**src/rtl/path_delay_probe_pkg.sv**
```systemverilog
// Shared types and helpers for the path delay probe: FSM state encoding,
// default counter width / wait limit, and the saturating increment used by
// the latency counter.
package path_delay_probe_pkg;

    localparam int CW_DEFAULT      = 8;
    localparam int MAXWAIT_DEFAULT = 200;

    typedef enum logic [2:0] {
        ST_IDLE,
        ST_SETTLE,
        ST_LAUNCH,
        ST_WAIT,
        ST_DONE
    } state_t;

    // Increment that sticks at 'limit' instead of wrapping.
    function automatic logic [31:0] sat_inc(input logic [31:0] value,
                                            input logic [31:0] limit);
        return (value >= limit) ? limit : value + 32'd1;
    endfunction

endpackage

```
**src/rtl/path_delay_probe_sync2.sv**
```systemverilog
// Two-flop synchronizer for the capture endpoint. Used only when the probe
// is built with PATH_DELAY_PROBE_SYNC_EN; adds exactly two cycles of latency.
module sync2 (
    input  logic clk,
    input  logic d,
    output logic q
);

    logic sync_p0;
    logic sync_p1;

    // Two back-to-back data flops; no reset so the chain stays a pure delay.
    always_ff @(posedge clk) begin
        sync_p0 <= d;
        sync_p1 <= sync_p0;
    end

    assign q = sync_p1;

endmodule

```
**src/rtl/path_delay_probe.sv**
```systemverilog
// Launch/capture controller measuring path latency in clock cycles.
// Drives launch_q into a path, watches capture_d, and records last/min/max
// latency over a burst of alternating rise/fall launches.
// Optional build macro: PATH_DELAY_PROBE_SYNC_EN inserts a two-flop
// synchronizer on capture_d (every latency then grows by 2).
module path_delay_probe
    import path_delay_probe_pkg::*;
#(
    parameter int CW      = CW_DEFAULT,
    parameter int MAXWAIT = MAXWAIT_DEFAULT,
    parameter int SETTLE  = 4,
    parameter bit INVERT  = 1'b0
) (
    input  logic          C,
    input  logic          R,
    input  logic          start,
    input  logic [3:0]    runs,
    input  logic          capture_d,
    output logic          launch_q,
    output logic          busy,
    output logic          done,
    output logic          timeout,
    output logic [CW-1:0] lat_last,
    output logic [CW-1:0] lat_min,
    output logic [CW-1:0] lat_max
);

    localparam logic [31:0] CNT_MAX = 32'((64'd1 << CW) - 64'd1);
    localparam int          SW      = (SETTLE > 1) ? $clog2(SETTLE) : 1;

    state_t          state;
    state_t          state_nxt;
    logic [CW-1:0]   cnt;
    logic [CW-1:0]   cnt_inc;
    logic [SW-1:0]   settle_cnt;
    logic [3:0]      runs_left;
    logic            cap;
    logic            match;
    logic            limit;
    logic            settle_last;

`ifdef PATH_DELAY_PROBE_SYNC_EN
    sync2 u_sync2 (
        .clk (C),
        .d   (capture_d),
        .q   (cap)
    );
`else
    assign cap = capture_d;
`endif

    assign cnt_inc     = CW'(sat_inc(32'(cnt), CNT_MAX));
    assign match       = (cap == (launch_q ^ INVERT));
    assign limit       = (sat_inc(32'(cnt), CNT_MAX) == 32'(MAXWAIT));
    assign settle_last = (settle_cnt == SW'(SETTLE - 1));

    assign busy = (state == ST_SETTLE) || (state == ST_LAUNCH) || (state == ST_WAIT);
    assign done = (state == ST_DONE);

    // State register.
    always_ff @(posedge C) begin
        if (R) begin
            state <= ST_IDLE;
        end else begin
            state <= state_nxt;
        end
    end

    // Next-state decode; a match in the same cycle as the limit takes priority.
    always_comb begin
        state_nxt = state;
        case (state)
            ST_IDLE: begin
                if (start) begin
                    state_nxt = ST_SETTLE;
                end
            end
            ST_SETTLE: begin
                if (settle_last) begin
                    state_nxt = ST_LAUNCH;
                end
            end
            ST_LAUNCH: begin
                state_nxt = ST_WAIT;
            end
            ST_WAIT: begin
                if (match) begin
                    state_nxt = (runs_left == 4'd1) ? ST_DONE : ST_SETTLE;
                end else if (limit) begin
                    state_nxt = ST_DONE;
                end
            end
            ST_DONE: begin
                state_nxt = ST_IDLE;
            end
            default: begin
                state_nxt = ST_IDLE;
            end
        endcase
    end

    // Launch flop, counters and latency results.
    always_ff @(posedge C) begin
        if (R) begin
            launch_q   <= 1'b0;
            timeout    <= 1'b0;
            lat_last   <= '0;
            lat_min    <= '1;
            lat_max    <= '0;
            runs_left  <= '0;
            cnt        <= '0;
            settle_cnt <= '0;
        end else begin
            case (state)
                ST_IDLE: begin
                    if (start) begin
                        runs_left  <= (runs == 4'd0) ? 4'd1 : runs;
                        timeout    <= 1'b0;
                        lat_min    <= '1;
                        lat_max    <= '0;
                        settle_cnt <= '0;
                    end
                end
                ST_SETTLE: begin
                    settle_cnt <= settle_cnt + SW'(1);
                end
                ST_LAUNCH: begin
                    launch_q <= ~launch_q;
                    cnt      <= '0;
                end
                ST_WAIT: begin
                    cnt <= cnt_inc;
                    if (match) begin
                        lat_last   <= cnt_inc;
                        lat_min    <= (cnt_inc < lat_min) ? cnt_inc : lat_min;
                        lat_max    <= (cnt_inc > lat_max) ? cnt_inc : lat_max;
                        runs_left  <= runs_left - 4'd1;
                        settle_cnt <= '0;
                    end else if (limit) begin
                        timeout <= 1'b1;
                    end
                end
                default: begin
                end
            endcase
        end
    end

endmodule

```
**config.mk**
```make
export PLATFORM = sky130hd
export DESIGN_NAME = path_delay_probe
export DESIGN_NICKNAME = d
export VERILOG_FILES = /design/src/rtl/path_delay_probe_pkg.sv /design/src/rtl/path_delay_probe_sync2.sv /design/src/rtl/path_delay_probe.sv
export SDC_FILE = /design/constraint.sdc
export NUM_CORES = 1
export LEC_CHECK = 0
export BUFFER_PORTS_ARGS = -buffer_cell sky130_fd_sc_hd__buf_2
export CORE_MARGIN = 4
export CORE_UTILIZATION = 40
export CTS_BUF_LIST = sky130_fd_sc_hd__clkbuf_8
export DETAILED_ROUTE_END_ITERATION = 7
export GPL_ROUTABILITY_DRIVEN = 0
export GPL_TIMING_DRIVEN = 0
export PLACE_DENSITY = 0.64
export SKIP_LAST_GASP = 1
export SLEW_MARGIN = 25
export SYNTH_ARGS = -nofsm -noshare
export SYNTH_HDL_FRONTEND = slang
export SYNTH_SLANG_ARGS = --single-unit
```
**constraint.sdc**
```tcl
create_clock -name C -period 3.2 [get_ports C]
set_input_delay 0.48 -clock C [delete_from_list [all_inputs] [get_ports C]]
set_output_delay 0.48 -clock C [all_outputs]
set_load 0.03 [all_outputs]
```
# == After elaboration in Yosys (flattened, before gate mapping) ==
# Index checks and enable logic that the tools add are counted.
# totals
out_inout_bits,28
register_bits,43
# op_classes
n_bitwise,1
n_lt_le_gt_ge,3
addsub,3
n_mux,27
reduce_logical,14
n_eq_ne,16
# op_table
operator,n
$mux W8,6
$pmux W8 S2,3
$mux W3,5
$mux W4,3
$pmux W3 S4,1
$reduce_and A4 Y1,3
$ne A2 B2 Y1 const B,5
$add A8 B1 Y9 const B,1
$eq A9 B8 Y1 const B,1
$mux W9,1
$reduce_and A3 Y1,3
$ge A8 B8 Y1 const B,1
$gt A8 B8 Y1,1
$lt A8 B8 Y1,1
$pmux W4 S2,1
$eq A3 B2 Y1 const B,2
$pmux W2 S3,1
$eq A4 B1 Y1 const B,1
$logic_not A4 Y1,1
$mux W2,2
$ne A2 B1 Y1 const B,2
$reduce_bool A2 Y1,2
$sub A4 B1 Y4 const B,1
$eq A3 B1 Y1 const B,1
12 further kinds,15

# == Logic depth before layout (Yosys ltp) ==
# logic_depth
depth_word,6
ltp_mapped,12

# == Least setup slack after synthesis ==
# OpenSTA, ideal clock, no wires.
# synth_timing
path_type,register to register
startpoint,register cnt[1]
endpoint,register lat_min[2]
setup_time_ns,0.117
arrival_ns,2.984
n_path_buf,1
path_stages_with_launch,13
t_required_ns,3.083
setup_slack_ns,0.099
period_less_slack_ns,3.101
path_cell_list,dfxtp_1 -> ha_1 -> nand3_4 -> o2111ai_1 -> o21ai_0 -> inv_1 -> ha_1 -> a21o_1 -> a21o_1 -> a221o_1 -> or4_1 -> buf_2 -> o22a_1
# synth_between
elab_chain_cells,5
elab_cells_between_ends,9
# synth_lines
element,line_no,rtl
from (decl),path_delay_probe.sv:33,logic [CW-1:0] cnt;
from (signal assigned),path_delay_probe.sv:132,cnt <= cnt_inc;
$add A8 B1 Y9 or $ge A8 B8 Y1 (tied branches),-,
$mux W9 (*),-,
via cnt_inc[5],path_delay_probe.sv:34,logic [CW-1:0] cnt_inc;
$lt A8 B8 Y1 (*),path_delay_probe.sv:135,lat_min <= (cnt_inc < lat_min) ? cnt_inc : lat_min;
$ne A2 B1 Y1 (no source line) (*),-,
$reduce_and A4 Y1 (no source line) (*),-,
to (signal assigned),path_delay_probe.sv:135,
to (decl),path_delay_probe.sv:24,"output logic [CW-1:0] lat_min,"
# Mark *: on every way through the listed nets, which the timed path passes. The rest lies on a longest branch. The select of a mux whose other input is x is not followed.
# A chain may end at the register's enable or synchronous reset.

# == Worst setup path after layout ==
# layout_timing
startpoint,register cnt[1]
endpoint,register lat_min[1]
# The elaborated chain is that of the path after synthesis.

==> reports/results.tsv <==
stage	metric	value	unit
clock_network	cts.clk_slew.worst_paths	80	ps
final_layout	nets	371	
yosys	syn_inst	304	
clock_network	htree_num_levels	2	
grt	grt_pass1_wl	10400	µm
sta	drv_slew	0	
pwr	vdd_drop_max	0.200	mV
die	die_w	88.4	µm
sta	tightest_slew	894	ps
sta	period_share	0.959	
placement	dp_hpwl	4610	µm
route	drc	0	
yosys	postSynth.asyncResetShare	0	
critical_path	cp.required	3390	ps
critical_path	reg2reg_to	lat_min[1]$_SDFFE_PP1P_	
clock_network	ctsRootBufferMaster	clkbuf_8	
placement	dpl_worst_slack	-370	ps
yosys	ys.flop_type	dfxtp_1	
sta	slew_headroom	0.402	
critical_path	crit_top_cell	a21o_1	
critical_path	path_class	reg -> reg	
pwr	p_total	0.993	mW
grt	grt_pass1_vias	2053	
yosys	synth.distinct_cells	59	
status	status	finished, final reports clean	
yosys	ys_ff_latch	43	
yosys	synth_edf_count	0	
yosys	synth.most_common_cell	dfxtp_1	
die	die_area	7820	µm²
grt	grtUsageTotal	0.173	
critical_path	crit_path_end_kind	flop	
sta	fin_ws	130	ps
final_layout	areaGrowthSynthToFinish	16.0	%
final_layout	final_area	3000	µm²
yosys	synth_area_per_cell	8.51	µm²
sta	hold_viol_final	0	
route	dr.pass1.iters	4	
die	core	6310	µm²
yosys	yosys.area.top_type_share	0.333	
route	drt_wl_total	6550	µm
clock_network	clock-sinks	43	
yosys	syn_nets	329	
route	vias	2285	
placement	placed_area	2850	µm²
clock_network	tritoncts	yes	
final_layout	drive_gt1_frac	0.219	
worst_hold_path	hold_path.startpoint	timeout$_SDFFE_PP0P_	
placement	io_buffers	34	
grt	antenna_found_initial	0	
worst_hold_path	hold_depth	2	
clock_network	numCtsBuffers	5	
pwr	leakagePower	1.28	nW
job	drv_cap	0	
die	fp.dieH	88.4	µm
grt	grt_max_degree	13	
route	first_iter_violations	121	
route	ant_nets	0	
sta	fmax	0.326	GHz
final_layout	antenna_cells	0	
grt	overflow	0	
sta	min_period	3070	ps
critical_path	start_kind	flop	
route	wl_per_cell	15.4	µm
critical_path	cp_cell_sequence	ha_4 -> nand3_4 -> o2111ai_1 -> o21ai_2 -> inv_2 -> ha_1 -> a21o_1 -> a21o_1 -> a221o_1 -> or4_1 -> buf_2 -> o22a_1	
sta	skew	5.42	ps
critical_path	r2r_slack	130	ps
yosys	synthTopCellsByArea	dfxtp_1 (33%), ha_1 (8.2%), nor2_1 (5.9%), mux2i_1 (4.3%), nand2_1 (3.8%)	
sta	finalSetupViolCount	0	
critical_path	worst_ep_arrival_time	3260	ps
yosys	synthTopCellsByCount	dfxtp_1 (43), nor2_1 (41), nand2_1 (26)	
critical_path	cp_max_fo	8	
pwr	power.density	331	nW/µm²
yosys	yosysTopAreaCell	dfxtp_1	
clock_network	cts.path.max_buffers	2	
worst_hold_path	hold_path_class	reg -> reg	
sta	rsz0062_at_grt	false	
yosys	syn_area	2590	µm²
critical_path	slowest_stage	or4_1	
worst_hold_path	hold_path_end	timeout$_SDFFE_PP0P_	
yosys	yosysWarningCount	0	
critical_path	cpPeakStageDelay	450	ps
yosys	seq_area_frac_synth	0.333	
route	viasPerCell	5.39	
die	io_pins	36	
critical_path	r2r_start	cnt[1]$_SDFFE_PP0P_	
final_layout	fillerInstances	641	
critical_path	r2r_cells	12	
die	start_util	0.410	
die	rows	29	
clock_network	insertion_delay	300	ps
[layout make-up]
cell class              instances  area, µm²  area share
inverters                      22       82.6      0.0275
flip-flops and latches         43        867       0.289
well taps                      77       96.3      0.0321
multi-input cells             220       1530       0.511
repair buffers                 35        178      0.0592
plain buffers                  19        143      0.0475
clock buffers                   7       96.3      0.0321
clock inverters                 1       3.75     0.00125
[cells by family (layout without fill, tap and decap cells)]
kind of cell             count (synthesis)  count (layout)  synth area share
adder cells (fa/ha/maj)                 17              17            0.0822
multiplexers                            16              16            0.0643
flip-flops                              43              43             0.333
buffers and inverters                   41              84            0.0870
XOR/XNOR                                 6               6            0.0203
AND/OR/NAND/NOR                        112             112             0.218
AO/OA/AOI/OAI                           69              69             0.196
[through the flow]
step,hold WS (ps),std cells,utilization,setup TNS [ps]
6_report,487,424,0.475,0
3_5_place_dp,469,415,0.452,-2970
2_1_floorplan,458,304,-,0
4_1_cts,485,424,0.472,0
5_1_grt,503,424,0.475,0
3_3_place_gp,469,415,0.452,-2710
[state kept, by name (all words and copies together), names as in the netlist]
signal / cells
cnt: 8
lat_last: 8
lat_max: 8
lat_min: 8
launch_q: 1
runs_left: 4
settle_cnt: 2
state: 3
timeout: 1
[repair_timing]
action	in CTS	in global routing
hold buffers	0	0
setup buffers	1	0
endpoints found under the setup margin	11	8
gates resized for setup	6	8
[metal layers]
metal	global-route usage	wire [µm]
met4	0.0536	73
met5	0	0
met3	0.0317	313
met1	0.225	3030
met2	0.290	3130
[where the power goes]
| group | switching [mW] | internal [mW] |
|---|---|---|
| clock network | 0.186 | 0.194 |
| registers | 0.00405 | 0.539 |
| logic | 0.0435 | 0.0267 |
| total | 0.234 | 0.760 |
[worst max-delay path: cells and delay by family (launching register included)]
| kind | cells | cell delay [ps] |
|---|---|---|
| AO/OA/AOI/OAI | 6 | 1250 |
| buffers and inverters | 2 | 310 |
| adder cells (fa/ha/maj) | 2 | 440 |
| flip-flops | 1 | 390 |
| AND/OR/NAND/NOR | 2 | 560 |
[cells in the final DEF (no fill, tap or decap), drive strengths merged, types with 5 or more instances in the layout]
master  Yosys  routed
o22a        8       8
nor2       41      41
dfxtp      43      43
nand2      26      26
o21ai      13      13
ha         17      17
a21oi      14      14
nand2b     11      11
nor3        5       5
buf        12      47
inv        22      23
mux2        5       5
clkbuf      6      13
mux2i      11      11
nand3       8       8
a211oi      5       5
[worst max-delay path by stage]
stage	slack [ps]	end	depth (start not counted)	start
final	130	lat_min[1]$_SDFFE_PP1P_	12	cnt[1]$_SDFFE_PP0P_
after global routing	5	lat_min[5]$_SDFFE_PP1P_	12	cnt[1]$_SDFFE_PP0P_
after CTS	20	lat_min[1]$_SDFFE_PP1P_	12	cnt[1]$_SDFFE_PP0P_
after detailed placement	-370	lat_min[3]$_SDFFE_PP1P_	12	cnt[1]$_SDFFE_PP0P_
after global placement	-340	lat_min[3]$_SDFFE_PP1P_	12	cnt[1]$_SDFFE_PP0P_
after floorplan	100	lat_min[2]$_SDFFE_PP1P_	12	cnt[1]$_SDFFE_PP0P_
Note: power is estimated with default switching activity, not from simulation.
